### src/rtl/vga_regview.sv
// -----------------------------------------------------------------------------
// vga_regview
//
// Renders the eight 16-bit architectural registers and the 6-bit PC of the
// pipelined core as a grid of coloured bit cells on a 640x480@60Hz VGA raster.
// Register and PC state is snapshotted once per frame, on the first vertical
// blanking line, so a frame never shows a mixture of old and new values.
//
// Ports:
//   CLK          system clock (100 MHz; one pixel every CLK_DIV cycles)
//   RST          synchronous, active-high reset
//   REGS[127:0]  register file, REGS[16*i+15:16*i] = r_i
//   PC[5:0]      current program counter
//   VGA[6:0]     {HS, VS, R[1:0], G[1:0], B}; syncs are active-low
//   FRAME_START  one-CLK pulse on the pixel tick where h,v become 0,0
//
// Build option:
//   VGA_REGVIEW_GRID_EN  when defined, the first pixel row and column of every
//                        cell are drawn black, leaving 1-px separators.
// -----------------------------------------------------------------------------
module vga_regview #(
    parameter int CLK_DIV  = 4,
    parameter int H_ACTIVE = 640,
    parameter int H_FP     = 16,
    parameter int H_SYNC   = 96,
    parameter int H_BP     = 48,
    parameter int V_ACTIVE = 480,
    parameter int V_FP     = 10,
    parameter int V_SYNC   = 2,
    parameter int V_BP     = 33,
    parameter int CELL     = 32,
    parameter int X0       = 64,
    parameter int Y0       = 64
) (
    input  logic         CLK,
    input  logic         RST,
    input  logic [127:0] REGS,
    input  logic [5:0]   PC,
    output logic [6:0]   VGA,
    output logic         FRAME_START
);

    localparam int H_TOTAL = H_ACTIVE + H_FP + H_SYNC + H_BP;
    localparam int V_TOTAL = V_ACTIVE + V_FP + V_SYNC + V_BP;
    localparam int H_W     = $clog2(H_TOTAL);
    localparam int V_W     = $clog2(V_TOTAL);
    localparam int DIV_W   = (CLK_DIV > 1) ? $clog2(CLK_DIV) : 1;
    localparam int CELL_SH = $clog2(CELL);

    localparam logic [DIV_W-1:0] DIV_LAST = DIV_W'(CLK_DIV - 1);
    localparam logic [H_W-1:0]   H_LAST   = H_W'(H_TOTAL - 1);
    localparam logic [V_W-1:0]   V_LAST   = V_W'(V_TOTAL - 1);
    localparam logic [H_W-1:0]   HS_FIRST = H_W'(H_ACTIVE + H_FP);
    localparam logic [H_W-1:0]   HS_LAST  = H_W'(H_ACTIVE + H_FP + H_SYNC - 1);
    localparam logic [V_W-1:0]   VS_FIRST = V_W'(V_ACTIVE + V_FP);
    localparam logic [V_W-1:0]   VS_LAST  = V_W'(V_ACTIVE + V_FP + V_SYNC - 1);

    // Colour field {R[1:0], G[1:0], B}
    localparam logic [4:0] C_BLACK  = 5'b00000;
    localparam logic [4:0] C_ZERO   = 5'b00001;  // blue: bit is 0
    localparam logic [4:0] C_REG1   = 5'b00110;  // green: register bit is 1
    localparam logic [4:0] C_PC1    = 5'b11110;  // yellow: PC bit is 1
    localparam logic [6:0] VGA_IDLE = 7'b1100000;

    // ---------------------------------------------------------------------
    // Pixel enable divider
    // ---------------------------------------------------------------------
    logic [DIV_W-1:0] div_reg, div_next;
    logic             pix_en;

    assign pix_en = (div_reg == DIV_LAST);

    always_comb begin
        div_next = div_reg + DIV_W'(1);
        if (pix_en) begin
            div_next = '0;
        end
    end

    always_ff @(posedge CLK) begin
        if (RST) begin
            div_reg <= '0;
        end else begin
            div_reg <= div_next;
        end
    end

    // ---------------------------------------------------------------------
    // Raster counters
    // ---------------------------------------------------------------------
    logic [H_W-1:0] h_reg, h_next;
    logic [V_W-1:0] v_reg, v_next;

    always_comb begin
        h_next = h_reg;
        v_next = v_reg;
        if (pix_en) begin
            if (h_reg == H_LAST) begin
                h_next = '0;
                v_next = (v_reg == V_LAST) ? '0 : v_reg + V_W'(1);
            end else begin
                h_next = h_reg + H_W'(1);
            end
        end
    end

    always_ff @(posedge CLK) begin
        if (RST) begin
            h_reg <= '0;
            v_reg <= '0;
        end else begin
            h_reg <= h_next;
            v_reg <= v_next;
        end
    end

    // The tick that wraps both counters is the one that starts a new frame.
    assign FRAME_START = pix_en && !RST && (h_reg == H_LAST) && (v_reg == V_LAST);

    // ---------------------------------------------------------------------
    // Per-frame snapshot, taken at the start of the first blanking line
    // ---------------------------------------------------------------------
    logic [127:0] snap_regs_reg;
    logic [5:0]   snap_pc_reg;
    logic         snap_en;

    assign snap_en = pix_en && (h_reg == '0) && (v_reg == V_W'(V_ACTIVE));

    always_ff @(posedge CLK) begin
        if (RST) begin
            snap_regs_reg <= '0;
            snap_pc_reg   <= '0;
        end else if (snap_en) begin
            snap_regs_reg <= REGS;
            snap_pc_reg   <= PC;
        end
    end

    // ---------------------------------------------------------------------
    // Cell decode from the current (already advanced) counter values
    // ---------------------------------------------------------------------
    logic [H_W-1:0] h_off;
    logic [V_W-1:0] v_off;
    logic [3:0]     col_idx;
    logic [3:0]     row_idx;
    logic           active;
    logic           in_x;
    logic           in_y;
    logic           sep;
    logic           hs_n;
    logic           vs_n;
    logic [4:0]     colour_next;

    assign h_off   = h_reg - H_W'(X0);
    assign v_off   = v_reg - V_W'(Y0);
    assign col_idx = h_off[CELL_SH +: 4];
    assign row_idx = v_off[CELL_SH +: 4];
    assign active  = (h_reg < H_W'(H_ACTIVE)) && (v_reg < V_W'(V_ACTIVE));
    assign in_x    = (h_reg >= H_W'(X0)) && ((h_off >> CELL_SH) < H_W'(16));
    assign in_y    = (v_reg >= V_W'(Y0)) && ((v_off >> CELL_SH) < V_W'(9));

`ifdef VGA_REGVIEW_GRID_EN
    // First pixel column or row inside a cell becomes a separator.
    assign sep = (h_off[CELL_SH-1:0] == '0) || (v_off[CELL_SH-1:0] == '0);
`else
    assign sep = 1'b0;
`endif

    assign hs_n = !((h_reg >= HS_FIRST) && (h_reg <= HS_LAST));
    assign vs_n = !((v_reg >= VS_FIRST) && (v_reg <= VS_LAST));

    // Column 0 shows the MSB, so the bit index is the inverted column.
    // Row 8 holds the PC in columns 10..15; for those columns the low three
    // bits of the inverted column run 5..0.
    always_comb begin
        colour_next = C_BLACK;
        if (active && in_x && in_y && !sep) begin
            if (!row_idx[3]) begin
                colour_next = snap_regs_reg[{row_idx[2:0], ~col_idx}] ? C_REG1 : C_ZERO;
            end else if (col_idx >= 4'd10) begin
                colour_next = snap_pc_reg[~col_idx[2:0]] ? C_PC1 : C_ZERO;
            end
        end
    end

    // ---------------------------------------------------------------------
    // Output register: sync and colour leave together, one CLK after the
    // counters take their new value.
    // ---------------------------------------------------------------------
    logic [6:0] vga_reg;

    always_ff @(posedge CLK) begin
        if (RST) begin
            vga_reg <= VGA_IDLE;
        end else begin
            vga_reg <= {hs_n, vs_n, colour_next};
        end
    end

    assign VGA = vga_reg;

endmodule
### config.mk
export PLATFORM = sky130hd
export DESIGN_NAME = vga_regview
export DESIGN_NICKNAME = d
export VERILOG_FILES = /design/src/rtl/vga_regview.sv
export SDC_FILE = /design/constraint.sdc
export NUM_CORES = 1
export LEC_CHECK = 0
export ABC_CLOCK_PERIOD_IN_PS = 5610
export CORE_MARGIN = 4
export CORE_UTILIZATION = 56
export DETAILED_ROUTE_END_ITERATION = 16
export PLACE_DENSITY = 0.85
export SLEW_MARGIN = 10
export SYNTH_ARGS = -nofsm -noshare
export SYNTH_HDL_FRONTEND = slang
export SYNTH_SLANG_ARGS = --single-unit
### constraint.sdc
create_clock -name CLK -period 5.61 [get_ports CLK]
set_input_delay 1.4025 -clock CLK [delete_from_list [all_inputs] [get_ports CLK]]
set_output_delay 1.4025 -clock CLK [all_outputs]
set_load 0.005 [all_outputs]
==> reports/results.tsv, run 1 <==
metric	value	unit
status	complete, no violations	
grt_max_degree	88	
postCtsHoldBufs	0	
ys_warn_count	0	
cts_buffer_depth	2	
syn2layout_area_growth	25.4	%
drt-total-wl	18.1	mm
cp_max_fo	40	
min_period	4.02	ns
stdcell_area	9280	um^2
ir_drop	0.237	mV
layout.cells.non_filler	1152	
slowest_stage	dfxtp_2	
dpl_cell_area	8730	um^2
fin_util	72.7	%
cts_root_buffer	clkbuf_16	
cp-end-kind	primary output	
final_common_cell	nand2_1	
via_per_inst	5.51	
r2r-start	h_reg[0]	
post_drt_wl_per_cell	15.7	um
num_rows	41	
power.total	2.37	mW
maxSlewViolCount	0	
fin_skew	0.00691	ns
cap_viol_max_count	0	
n_antenna_cell	0	
cp_slowest_stage_delay	0.63	ns
ys_types	51	
cts_setup_buffers	0	
min-delay-start	div_reg[0]	
clk_latency	0.43	ns
max-slew-margin-rel	33.7	%
synth_ff_type	dfxtp_1	
fin_crit_sh	71.6	%
grtUsageTotal	24.7	%
crit_start	h_reg[5]	
die_w	123	um
clk_pin_slew	0.06	ns
grt_pass1_wl	29.1	mm
drc	0	
drt-initial-drc-count	541	
crit_arrival	2.61	ns
synthArstFlopShare	0	%
core	12800	um^2
final_nets	1121	
grt_overflow	0	
syn_nets	1016	
cp_top_family	simple AND/OR/NAND/NOR gates	
startpoint_type	register	
cts-resized-gates	0	
hp-class	reg2reg	
hold_slack	0.428	ns
crit_chain	and3b_1 > nand3_1 > nor3b_1 > nor2b_1 > clkdlybuf4s50_1	
firstDrtPassIters	5	
dpl.hpwl	12.2	mm
required	4.21	ns
htreeDepth	4	
setup_slack	1.59	ns
syn_area	7400	um^2
numCtsBuffers	17	
leakage	3.09	nW
die_h	123	um
final_antenna_net_count	0	
dp_cells	1123	
rsz0062_at_grt	false	
synthCells	865	
place.gp.congestion	0.883	
final.setup.tns	0	ns
synth_edf_count	0	
vias	6352	
synth_area_per_cell	8.55	um^2
ys_seq_area_share	43.6	%
cts_tree	yes	
largest_reg_flops	128	
ys_seq_elements	161	
final_cell_mix	nand2_1, dfxtp_1, clkdlybuf4s50_1	
antenna_found_initial	0	
hold_violations	0	
pin_count	144	
first_global_vias	6040	
critical_path_class	reg2out	
clock.fmax	249	MHz
cts_num_sinks	161	
crit_buf_inv	1	
place_ws	1.66	ns
dieArea	15100	um^2
powerDensity	255	nW/um^2
worstMarginPinSlew	0.995	ns
finalSetupViolations	0	
initial_core_util	57.9	%
portBuffers	143	
drive_above_1_share	8.47	%
## layout make-up
class                           instances  area, um^2
Inverter                               14        52.6
Clock inverter                         10         115
Fill cell                             949        3490
Sequential cell                       161        3230
Multi-Input combinational cell        626        3760
Clock buffer                           19         433
Tap cell                              172         215
Timing Repair Buffer                  150        1480
## cell usage after synthesis (2+ instances only)
cell      count  area share, %
a21oi_2      10            1.2
a211oi_1      2           0.20
xnor2_1      15            1.8
buf_6         7            1.1
inv_1        14           0.71
nor2_1       32            1.6
o22ai_1       4           0.34
buf_1         3           0.15
nand2b_1      3           0.25
nor2b_1       3           0.25
nand3_1      11           0.74
nor3_1        6           0.41
nor4b_1       2           0.24
and2_1        2           0.17
buf_12        2           0.54
o211ai_1      2           0.20
nand2_1     281             14
and3_1        6           0.51
nand3b_1      2           0.20
mux2i_1      12            1.6
a22oi_1       2           0.20
or3_1         3           0.25
buf_2        20            1.4
clkbuf_1     27            1.4
ha_1         15            2.5
mux4_1        8            2.8
o31a_1        2           0.24
mux4_2       23            7.0
a21oi_1     132            8.9
and4_1        2           0.24
nor3b_1       3           0.30
o21ai_0       4           0.27
o21bai_1      2           0.20
nor4_1        2           0.17
buf_4         5           0.51
nand4_1       9           0.76
nand2_2      10           0.85
xor2_1        4           0.47
dfxtp_1     161             44
## layer usage
| metal | global-route usage [%] | vias up | share of wire (%) |
|---|---|---|---|
| li1 | - | 3134 | - |
| met5 | 0 | - | 0 |
| met3 | 6.77 | 39 | 5.6 |
| met1 | 31.6 | 2992 | 43 |
| met4 | 9.03 | 0 | 2.4 |
| met2 | 40.2 | 187 | 49 |
## cells by family (layout without fill, tap and decap cells)
kind of cell | Yosys count | after routing | synth area share [%]
DFF | 161 | 161 | 43.6
muxes | 44 | 44 | 11.6
and+or+nand+nor | 383 | 383 | 22.0
AOI/OAI and AO/OA | 165 | 165 | 12.3
xor gates and xnor gates | 19 | 19 | 2.25
adders and majority gates | 15 | 15 | 2.54
buffers and inverters | 78 | 193 | 5.70
## path summary, 6_finish.rpt
kind                              to  slack [ns]  depth (start not counted)
setup / recovery         FRAME_START        1.59                          5
hold / removal            div_reg[0]        0.43                          1
setup reg to reg  snap_regs_reg[103]        2.59                          8
hold reg to reg           div_reg[0]        0.43                          1
## worst reg2reg max path: cells and delay by family (launching register included)
| kind | cells | cell delay [ns] |
|---|---|---|
| compound gates | 1 | 0.17 |
| fa+ha+maj | 1 | 0.15 |
| buf+inv | 2 | 0.63 |
| flops | 1 | 0.35 |
| simple gates | 4 | 1.65 |
## where the power goes
| group | switching, mW | internal (mW) | total (mW) |
|---|---|---|---|
| Clock | 0.451 | 0.646 | 1.10 |
| Combinational | 0.0382 | 0.0883 | 0.126 |
| Sequential | 0.00146 | 1.15 | 1.15 |
| Total | 0.490 | 1.88 | 2.37 |
Note: power is estimated with default switching activity, not from simulation.
==> inputs of run 2 (changes only) <==
--- a/config.mk
+++ b/config.mk
@@ -5,11 +5,11 @@
 export SDC_FILE = /design/constraint.sdc
 export NUM_CORES = 1
 export LEC_CHECK = 0
-export ABC_CLOCK_PERIOD_IN_PS = 5610
+export ABC_CLOCK_PERIOD_IN_PS = 3900
 export CORE_MARGIN = 4
-export CORE_UTILIZATION = 56
+export CORE_UTILIZATION = 52
 export DETAILED_ROUTE_END_ITERATION = 16
-export PLACE_DENSITY = 0.85
+export PLACE_DENSITY = 0.8
 export SLEW_MARGIN = 10
 export SYNTH_ARGS = -nofsm -noshare
 export SYNTH_HDL_FRONTEND = slang
==> constraint.sdc (replaced) <==
create_clock -name CLK -period 3.9 [get_ports CLK]
set_input_delay 0.975 -clock CLK [delete_from_list [all_inputs] [get_ports CLK]]
set_output_delay 0.975 -clock CLK [all_outputs]
set_load 0.005 [all_outputs]
==> reports/results.tsv, run 2 (synthesis gave the netlist of run 1 again) <==
metric	value	unit
die_h	127	um
numCtsBuffers	17	
crit_chain	inv_1 > ha_1 > nand4b_1 > or4_1 > nor2b_1 > clkdlybuf4s50_1	
n_antenna_cell	0	
cts_buffer_depth	2	
antenna_found_initial	0	
grt_overflow	0	
cp_slowest_stage_delay	0.50	ns
drive_above_1_share	8.93	%
grt_max_degree	75	
via_per_inst	5.41	
die_w	127	um
postCtsHoldBufs	0	
syn2layout_area_growth	26.8	%
worstMarginPinSlew	0.834	ns
drt-initial-drc-count	428	
finalSetupViolations	0	
dieArea	16200	um^2
place.gp.congestion	0.892	
core	13900	um^2
dpl_cell_area	8770	um^2
portBuffers	143	
crit_end	FRAME_START	
htreeDepth	4	
rrSetupSlack	1.07	ns
clk_latency	0.42	ns
powerDensity	378	nW/um^2
fin_crit_sh	85.5	%
hp-class	reg2reg	
reg2reg_depth	8	
pin_count	144	
num_rows	43	
largest_reg_flops	128	
nFillCells	1109	
grt_pass1_wl	28.9	mm
dpl.hpwl	12.2	mm
final_cell_mix	nand2_1, dfxtp_1, clkdlybuf4s50_1	
final.setup.tns	0	ns
cts_root_buffer	clkbuf_16	
cp_max_fo	10	
max-slew-margin-rel	44.2	%
drt-total-wl	17.9	mm
grtUsageTotal	22.2	%
required	2.92	ns
slowest_stage	clkdlybuf4s50_1	
setup_slack	0.565	ns
final_antenna_net_count	0	
fin_skew	0.00695	ns
post_drt_wl_per_cell	15.4	um
first_global_vias	5938	
clk_pin_slew	0.06	ns
drc	0	
status	complete, no violations	
initial_core_util	53.1	%
final_common_cell	nand2_1	
stdcell_area	9380	um^2
min_period	3.34	ns
ir_drop	0.293	mV
cts_setup_buffers	0	
leakage	3.14	nW
cts_tree	yes	
rsz0062_at_grt	false	
hold_violations	0	
r2r-start	h_reg[7]	
vias	6301	
final_nets	1123	
place_ws	0.902	ns
cts_num_sinks	161	
cp-end-kind	primary output	
startpoint_type	register	
r2r-end	VGA[1]	
cap_viol_max_count	0	
firstDrtPassIters	5	
crit_start	v_reg[6]	
crit_arrival	2.36	ns
cts-resized-gates	0	
clock.fmax	300	MHz
critical_path_class	reg2out	
maxSlewViolCount	0	
-- run 2: cell count changes in the layout (fill, tap and decap cells not counted) --
cell,change
buf_12,+1
buf_4,+1
bufinv_16,+1
clkbuf_8,+2
clkinv_2,-1
clkinv_4,+2
clkinvlp_4,-2
inv_8,+1
-- run 2: worst max-delay path, delay by kind of cell (launching register included) --
family	cells	cell delay, ns
buffers and inverters	2	0.69
adders and majority gates	1	0.17
DFF	1	0.40
and+or+nand+nor	3	0.68
-- run 2: stage by stage --
stage | utilization, % | power [mW] | instances | hold slack (ns)
after floorplan | - | 1.72 | 865 | 0.404
after global placement | 62.9 | 1.87 | 1133 | 0.413
after detailed placement | 62.9 | 1.87 | 1133 | 0.422
after CTS | 67.3 | 3.57 | 1165 | 0.433
after global routing | 67.3 | 3.65 | 1165 | 0.451
final | 67.3 | 3.55 | 1165 | 0.428
-- run 2: power breakdown --
part           internal [mW]  total [mW]  switching (mW)
sequential              1.65        1.65         0.00215
clock                   1.05        1.72           0.671
combinational          0.127       0.183          0.0560
total                   2.82        3.55           0.729
-- run 2: final cells by class --
cell class | instances | area [um^2] | share of cell area, %
multi-input combinational | 626 | 3760 | 40.0
clock buffer | 21 | 460 | 4.91
inverter | 14 | 52.6 | 0.560
sequential | 161 | 3230 | 34.4
tap | 180 | 225 | 2.40
clock inverter | 11 | 154 | 1.64
timing repair buffer | 152 | 1510 | 16.1
-- run 2: how the worst min path moves through the flow --
| stage | startpoint | to | slack [ns] | cells after the start |
|---|---|---|---|---|
| CTS | div_reg[0] | div_reg[0] | 0.43 | 1 |
| global route | div_reg[0] | div_reg[0] | 0.45 | 1 |
| floorplan | div_reg[0] | div_reg[0] | 0.40 | 1 |
| finish | div_reg[0] | div_reg[0] | 0.43 | 1 |
| detailed placement | div_reg[0] | div_reg[0] | 0.42 | 1 |
| global placement | div_reg[0] | div_reg[0] | 0.41 | 1 |
-- run 2: metal layers --
layer	up-vias	GRT usage, %	wire [um]
li1	3138	-	-
met1	2958	28.0	7650
met2	176	37.8	9030
met3	29	5.23	912
met4	0	7.19	341
met5	-	0	0
